### config.mk
export PLATFORM = sky130hd
export DESIGN_NAME = seg_display_scheduler
export DESIGN_NICKNAME = d
export VERILOG_FILES = /design/src/rtl/seg_display_scheduler.sv
export SDC_FILE = /design/constraint.sdc
export NUM_CORES = 1
export LEC_CHECK = 0
export ABC_CLOCK_PERIOD_IN_PS = 2000
export BUFFER_PORTS_ARGS = -buffer_cell sky130_fd_sc_hd__buf_2
export CORE_MARGIN = 3
export CORE_UTILIZATION = 30
export CTS_BUF_LIST = sky130_fd_sc_hd__clkbuf_2 sky130_fd_sc_hd__clkbuf_4 sky130_fd_sc_hd__clkbuf_8
export CTS_CLUSTER_DIAMETER = 80
export DETAILED_ROUTE_END_ITERATION = 10
export PLACE_DENSITY = 0.54
export SYNTH_ARGS = -nofsm -noshare
export SYNTH_HDL_FRONTEND = slang
export SYNTH_SLANG_ARGS = --single-unit
### constraint.sdc
create_clock -name clk -period 2 [get_ports clk]
set_input_delay 0.2 -clock clk [delete_from_list [all_inputs] [get_ports clk]]
set_output_delay 0.2 -clock clk [all_outputs]
set_load 0.01 [all_outputs]
### src/rtl/seg_display_scheduler.sv
// Scan scheduler for a multiplexed seven-segment display with one shared BCD decoder.
// Latency: busy_o high VAL_W+1 cycles per load; an_o/seg_o lag bcd_o by one cycle.
// Backpressure: none; load_i is ignored while busy_o=1, and the scan never stalls.
//
// Ports: clk/rst (sync, active-high); value_i/load_i start a binary-to-BCD conversion;
// busy_o flags a conversion; bcd_o feeds the external decoder, seg_i is its active-low
// output; seg_o/an_o are the registered active-low segment and anode pins.
// Option: define BLANK_LEADING_ZEROS_EN to drive 4'hF (blank) on digits above the
// most significant nonzero digit; digit 0 is never blanked.
module seg_display_scheduler #(
    parameter int N_DIG    = 4,
    parameter int VAL_W    = 14,
    parameter int SCAN_DIV = 50000
) (
    input  logic             clk,
    input  logic             rst,
    input  logic [VAL_W-1:0] value_i,
    input  logic             load_i,
    output logic             busy_o,
    output logic [3:0]       bcd_o,
    input  logic [6:0]       seg_i,
    output logic [6:0]       seg_o,
    output logic [N_DIG-1:0] an_o
);

    localparam int BCD_W = 4 * N_DIG;
    localparam int SCR_W = BCD_W + VAL_W;
    localparam int PRE_W = (SCAN_DIV > 1) ? $clog2(SCAN_DIV) : 1;
    localparam int IDX_W = (N_DIG > 1) ? $clog2(N_DIG) : 1;
    localparam int CNT_W = $clog2(VAL_W + 1);
    localparam logic [VAL_W-1:0] MAX_VAL = VAL_W'(10 ** N_DIG - 1);

    typedef enum logic [1:0] {
        S_IDLE   = 2'd0,
        S_CONV   = 2'd1,
        S_COMMIT = 2'd2
    } state_t;

    state_t             state_q, state_d;
    logic               busy_q, busy_d;
    logic [CNT_W-1:0]   cnt_q, cnt_d;
    logic [SCR_W-1:0]   scratch_q, scratch_d;
    logic [BCD_W-1:0]   disp_q, disp_d;
    logic [PRE_W-1:0]   presc_q, presc_d;
    logic [IDX_W-1:0]   idx_q, idx_d;
    logic [N_DIG-1:0]   an_q, an_d;
    logic [6:0]         seg_q, seg_d;
    logic [3:0]         digit;
`ifdef BLANK_LEADING_ZEROS_EN
    logic [N_DIG-1:0]   blank_q, blank_d;
`endif

    // One double-dabble iteration: correct every BCD nibble >= 5, then shift left.
    function automatic logic [SCR_W-1:0] dd_step(input logic [SCR_W-1:0] s);
        logic [SCR_W-1:0] t;
        t = s;
        for (int i = 0; i < N_DIG; i++) begin
            if (t[VAL_W + 4*i +: 4] >= 4'd5)
                t[VAL_W + 4*i +: 4] = t[VAL_W + 4*i +: 4] + 4'd3;
        end
        return {t[SCR_W-2:0], 1'b0};
    endfunction

`ifdef BLANK_LEADING_ZEROS_EN
    // Bit i set when digit i and every digit above it are zero; digit 0 always lit.
    function automatic logic [N_DIG-1:0] blank_mask(input logic [BCD_W-1:0] b);
        logic [N_DIG-1:0] m;
        logic             seen_nz;
        m       = '0;
        seen_nz = 1'b0;
        for (int i = N_DIG - 1; i >= 1; i--) begin
            if (b[4*i +: 4] != 4'd0)
                seen_nz = 1'b1;
            m[i] = ~seen_nz;
        end
        return m;
    endfunction
`endif

    // Conversion FSM next state
    always_comb begin
        state_d   = state_q;
        busy_d    = busy_q;
        cnt_d     = cnt_q;
        scratch_d = scratch_q;
        disp_d    = disp_q;
`ifdef BLANK_LEADING_ZEROS_EN
        blank_d   = blank_q;
`endif
        case (state_q)
            S_IDLE: begin
                if (load_i) begin
                    scratch_d = {{BCD_W{1'b0}}, (value_i > MAX_VAL) ? MAX_VAL : value_i};
                    cnt_d     = '0;
                    busy_d    = 1'b1;
                    state_d   = S_CONV;
                end
            end
            S_CONV: begin
                scratch_d = dd_step(scratch_q);
                cnt_d     = cnt_q + 1'b1;
                if (cnt_q == CNT_W'(VAL_W - 1))
                    state_d = S_COMMIT;
            end
            S_COMMIT: begin
                // Display only changes here, so the scan never shows a half-converted value.
                disp_d  = scratch_q[SCR_W-1 -: BCD_W];
`ifdef BLANK_LEADING_ZEROS_EN
                blank_d = blank_mask(scratch_q[SCR_W-1 -: BCD_W]);
`endif
                busy_d  = 1'b0;
                state_d = S_IDLE;
            end
            default: begin
                busy_d  = 1'b0;
                state_d = S_IDLE;
            end
        endcase
    end

    // Free-running scan: prescaler and digit index, independent of the FSM
    always_comb begin
        presc_d = presc_q + 1'b1;
        idx_d   = idx_q;
        if (presc_q == PRE_W'(SCAN_DIV - 1)) begin
            presc_d = '0;
            idx_d   = (idx_q == IDX_W'(N_DIG - 1)) ? '0 : idx_q + 1'b1;
        end
        an_d  = ~(N_DIG'(1) << idx_q);
        seg_d = seg_i;
    end

    // Select the current digit's nibble from the display register
    always_comb begin
        digit = 4'd0;
        for (int i = 0; i < N_DIG; i++) begin
            if (idx_q == IDX_W'(i))
                digit = disp_q[4*i +: 4];
        end
`ifdef BLANK_LEADING_ZEROS_EN
        for (int i = 0; i < N_DIG; i++) begin
            if (idx_q == IDX_W'(i) && blank_q[i])
                digit = 4'hF;
        end
`endif
    end

    always_ff @(posedge clk) begin
        if (rst) begin
            state_q   <= S_IDLE;
            busy_q    <= 1'b0;
            cnt_q     <= '0;
            scratch_q <= '0;
            disp_q    <= '0;
            presc_q   <= '0;
            idx_q     <= '0;
            an_q      <= '1;
            seg_q     <= 7'b1111111;
`ifdef BLANK_LEADING_ZEROS_EN
            // Display resets to 0, which shows as a lone "0".
            blank_q   <= {{(N_DIG-1){1'b1}}, 1'b0};
`endif
        end else begin
            state_q   <= state_d;
            busy_q    <= busy_d;
            cnt_q     <= cnt_d;
            scratch_q <= scratch_d;
            disp_q    <= disp_d;
            presc_q   <= presc_d;
            idx_q     <= idx_d;
            an_q      <= an_d;
            seg_q     <= seg_d;
`ifdef BLANK_LEADING_ZEROS_EN
            blank_q   <= blank_d;
`endif
        end
    end

    assign busy_o = busy_q;
    assign bcd_o  = digit;
    assign an_o   = an_q;
    assign seg_o  = seg_q;

endmodule

=== After elaboration in Yosys (flattened, before gate mapping) ===
Cells that the tools add are included.

* Bits in registers: 82
* Input bits: 24
* Output and inout bits: 16

* $add $sub $neg: 7
* Order comparisons: 5
* Equality and inequality tests: 9
* Shifts and indexed selects: 1
* Muxes and demuxes: 19
* Bitwise gates (word level): 2
* Reduce and logical (&&, ||, !) cells: 7

{| class="wikitable"
|+ Operators by type and width
! operator !! count
|-
| one-hot mux 30 bit (2 select lines) || 1
|-
| 2-to-1 mux 4 bit || 8
|-
| 2-to-1 mux 30 bit || 1
|-
| adder 16 x 1 -> 16 bit (second input constant) || 1
|-
| == test 16 bit (second input constant) || 1
|-
| greater-or-equal comparator 4 x 3 -> 1 bit (second input constant) || 4
|-
| > comparator 14 bit (second input constant) || 1
|-
| 2-to-1 mux 14 bit || 1
|-
| adder 4 x 2 -> 4 bit (second input constant) || 3
|-
| one-hot mux 4 bit (2 select lines) || 1
|-
| == test 2 bit (second input constant) || 3
|-
| 2-to-1 mux 2 bit || 3
|-
| AND reduction 2 bit || 3
|-
| adder 4 x 1 -> 4 bit (second input constant) || 1
|-
| == test 2 x 1 -> 1 bit (second input constant) || 2
|-
| == test 4 bit (second input constant) || 1
|-
| logical NOT 2 bit || 2
|-
| != test 2 bit (second input constant) || 2
|-
| NOT 4 bit || 1
|-
| one-hot mux 2 bit (2 select lines) || 1
|-
| << shifter 1 x 2 -> 4 bit (first input constant) || 1
|-
| adder 3 x 2 -> 3 bit (second input constant) || 1
|-
| 2-to-1 mux 3 bit || 1
|-
| adder 2 x 1 -> 2 bit (second input constant) || 1
|-
| other kinds (5) || 5
|}

=== Longest topological paths before layout ===
* Word-level depth: 5
* Depth in mapped cells: 7
* Depth with buffers taken out: 6

=== Worst setup path before layout ===
No wires, ideal clock.

* Path kind: register to output
* Start point: register idx_q[1]
* End point: output port bcd_o[0]
* Data arrival time: 1.275 ns
* Data required time: 1.800 ns
* Setup slack: 0.525 ns
* Cell stages (with the launch flop): 7
* Cell sequence: dfxtp_1 -> inv_1 -> ha_1 -> nand3b_1 -> a21oi_1 -> a21oi_1 -> o21ai_0

* Word-level cells in the longest chain between the ends: 5
* Elaborated cells between the ends (all ways): 8
* Those cells by class: eq/ne (3); mux (4); reduce/logical (1)

{| class="wikitable"
|+ RTL lines
! item !! line !! text
|-
| start, declared || 45 || <nowiki>logic [IDX_W-1:0] idx_q, idx_d;</nowiki>
|-
| start signal, assigned || 170 || <nowiki>idx_q <= idx_d;</nowiki>
|-
| logical NOT 2 bit || 137 || <nowiki>if (idx_q == IDX_W'(i))</nowiki>
|-
| 2-to-1 mux 4 bit (3 in a row) || 137 ||
|-
| 2-to-1 mux 4 bit (*) || 137 ||
|-
| end, declared || 20 || <nowiki>output logic [3:0] bcd_o,</nowiki>
|}

Mark *: on every way between the ends. The rest lies on a longest branch, timed or not.

=== Worst setup path after layout ===
* Start point: register idx_q[1]
* End point: output port bcd_o[3]

Same word-level chain as after synthesis.

==> reports/results.tsv <==
metric	value	unit
grt_max_degree	28	
cp_num_buf_inv	2	
synth_common_cells	dfxtp_1 (82), nor2_1 (50), nand2_1 (45), a21oi_1 (41), nor3_1 (18)	
rows	39	
clock.fmax	537	MHz
die_height	117	µm
hold_violations	0	
required	1.80	ns
setup_tns	0	ns
synth-edff-count	0	
async_flop_share	0	%
netlist_area	3710	µm²
die-width	117	µm
cpPeakStageDelay	0.36	ns
start_util	31.5	%
startpoint	idx_q[1]$_SDFFE_PP0P_	
ant_nets	0	
path_clk_slew	0.08	ns
grt_overflow_total	0	
synthCells	426	
hold_path_depth	3	
path_cells	inv_1 > ha_2 > nand3b_1 > a21oi_1 > a21oi_1 > o21ai_0 > buf_2	
drv_slew	0	
num_vias	3047	
grt_pass1_wl	14200	µm
cts_root_buf	clkbuf_8	
post_drt_via_cell_ratio	4.78	
hold_slack	0.117	ns
ir_worst_vdd	258	µV
instances_no_fill	638	
grt_pass1_vias	3037	
yosysSeqAreaShare	44.2	%
fin_area	4350	µm²
diodes	0	
cp_max_fo	9	
num-fill-cells	1188	
slew_headroom	49.4	%
total_power	3.13	mW
cp_common_cell	a21oi_1	
ys_types	51	
dp_hpwl	5710	µm
syn_nets	465	
cp_top_family	flip-flops	
drv_cap	0	
dr.first_iter.drc_count	249	
cts_sinks	82	
io_pins	40	
outcome	complete, no violations	
crit_type	reg2out	
dp.cells	615	
period_share	93.1	%
postCtsSetupRepairBufs	0	
route.detailed.drc	0	
dieArea	13700	µm²
critPathSlowestCell	dfxtp_2	
synth-main-ff-cell	dfxtp_1	
leakage	1.61	nW
min_from	value_i[4]	
finalCriticalPeriod	1.86	ns
antenna_found_initial	0	
routed_wl	8190	µm
nets	508	
numCtsBuffers	9	
yosys_warnings	0	
wl_per_cell	12.8	µm
endpoint_kind	primary output	
hold_class	in2reg	
syn_area_per_cell	8.71	µm²
coreArea	11800	µm²
htreeDepth	3	
reg2reg_from	presc_q[0]$_SDFF_PP0_	
ys_ff_latch	82	
worst_slew_pin_slew	0.758	ns
grt_usage	13.1	%
clk_latency	0.36	ns
dr.pass1.iters	4	
place_congestion	0.785	
skew	0.00771	ns
powerDensity	718	nW/µm²
synth_area_leaders	dfxtp_1 (44%), a21oi_1 (5.5%), ha_1 (5.1%)	
worstSetupStartpointType	register	
path_depth	7	
finalSetupViolCount	0	
cts_tree	built	
rsz0062_at_grt	no	
io_buffers	39	
clk_path_buf_depth	2	
synth_most_common_cell	dfxtp_1	
crit_arrival	1.66	ns
final_layout_size_suffix_gt1_share	20.5	%
r2r_cells	5	
yosysTopAreaCell	dfxtp_1	
area_growth	17.3	%
netlist.area_leader.share	44.2	%
dpl_cell_area	4080	µm²
-- state kept, by name, indices dropped and copies added, names as in the netlist --
signal	cells
an_o	4
busy_o	1
cnt_q	4
disp_q	16
idx_q	2
presc_q	16
scratch_q	30
seg_o	7
state_q	2
-- where the power goes --
group	total, mW	switching [mW]	leakage (nW)	internal (mW)
logic	0.232	0.132	0.850	0.100
clock network	1.19	0.588	0.0962	0.600
registers	1.70	0.0297	0.668	1.68
total	3.13	0.750	1.61	2.38
-- metrics by stage --
step | worst slack [ns] | util [%]
after detailed placement | 0.387 | 34.7
after global placement | 0.421 | 34.7
after floorplan | 0.525 | -
final | 0.139 | 37.0
after CTS | 0.0319 | 37.0
after global routing | 0.00137 | 37.0
-- repair_timing --
item | CTS | global route
pin swaps | 0 | 0
hold endpoints to repair | 7 | 0
endpoints found under the setup margin | 4 | 4
hold buffers | 7 | 0
gates resized for setup | 1 | 5
-- worst min-delay path: cells and delay by family --
kind                   cells  cell delay [ns]
AO/OA/AOI/OAI              1             0.08
buffers and inverters      1             0.09
AND/OR/NAND/NOR            1             0.08
-- kinds of logic after synthesis --
group / count (synthesis) / synth area share, %
simple gates: 182 / 25.8
fa+ha+maj: 15 / 5.06
buf+inv: 41 / 4.79
compound gates: 78 / 13.2
flops: 82 / 44.2
xor+xnor: 21 / 4.96
mux: 7 / 1.96
-- final timing paths --
| check | to | slack (ns) |
|---|---|---|
| worst max-delay path | bcd_o[3] | 0.14 |
| worst min-delay path | scratch_q[4]$_SDFFE_PP0P_ | 0.12 |
| worst max register to register | idx_q[0]$_SDFFE_PP0P_ | 0.41 |
| worst min register to register | disp_q[15]$_SDFFE_PP0N_ | 0.46 |
-- layer usage --
metal | wire (µm) | GRT usage [%]
met1 | 3970 | 16.3
met2 | 3840 | 21.3
met3 | 320 | 4.32
met4 | 59 | 4.36
met5 | 0 | 0
-- cells in the final DEF (no fill, tap or decap), drive strengths merged, types with 11 or more instances in the layout --
cell type / Yosys / routed
dfxtp: 82 / 82
nor2: 52 / 52
buf: 14 / 48
nand2: 46 / 46
a21oi: 42 / 42
nor3: 18 / 18
inv: 18 / 18
ha: 15 / 15
xnor2: 14 / 14
nand3: 13 / 13
o21ai: 13 / 13
clkbuf: 9 / 11
-- layout make-up --
type	count	area, µm²	area share, %
Multi-Input combinational cell	303	1900	43.6
Tap cell	164	205	4.71
Sequential cell	82	1640	37.7
Clock inverter	5	55.1	1.26
Inverter	18	67.6	1.55
Timing Repair Buffer	55	345	7.93
Clock buffer	11	139	3.19
Note: power is estimated with default switching activity, not from simulation.
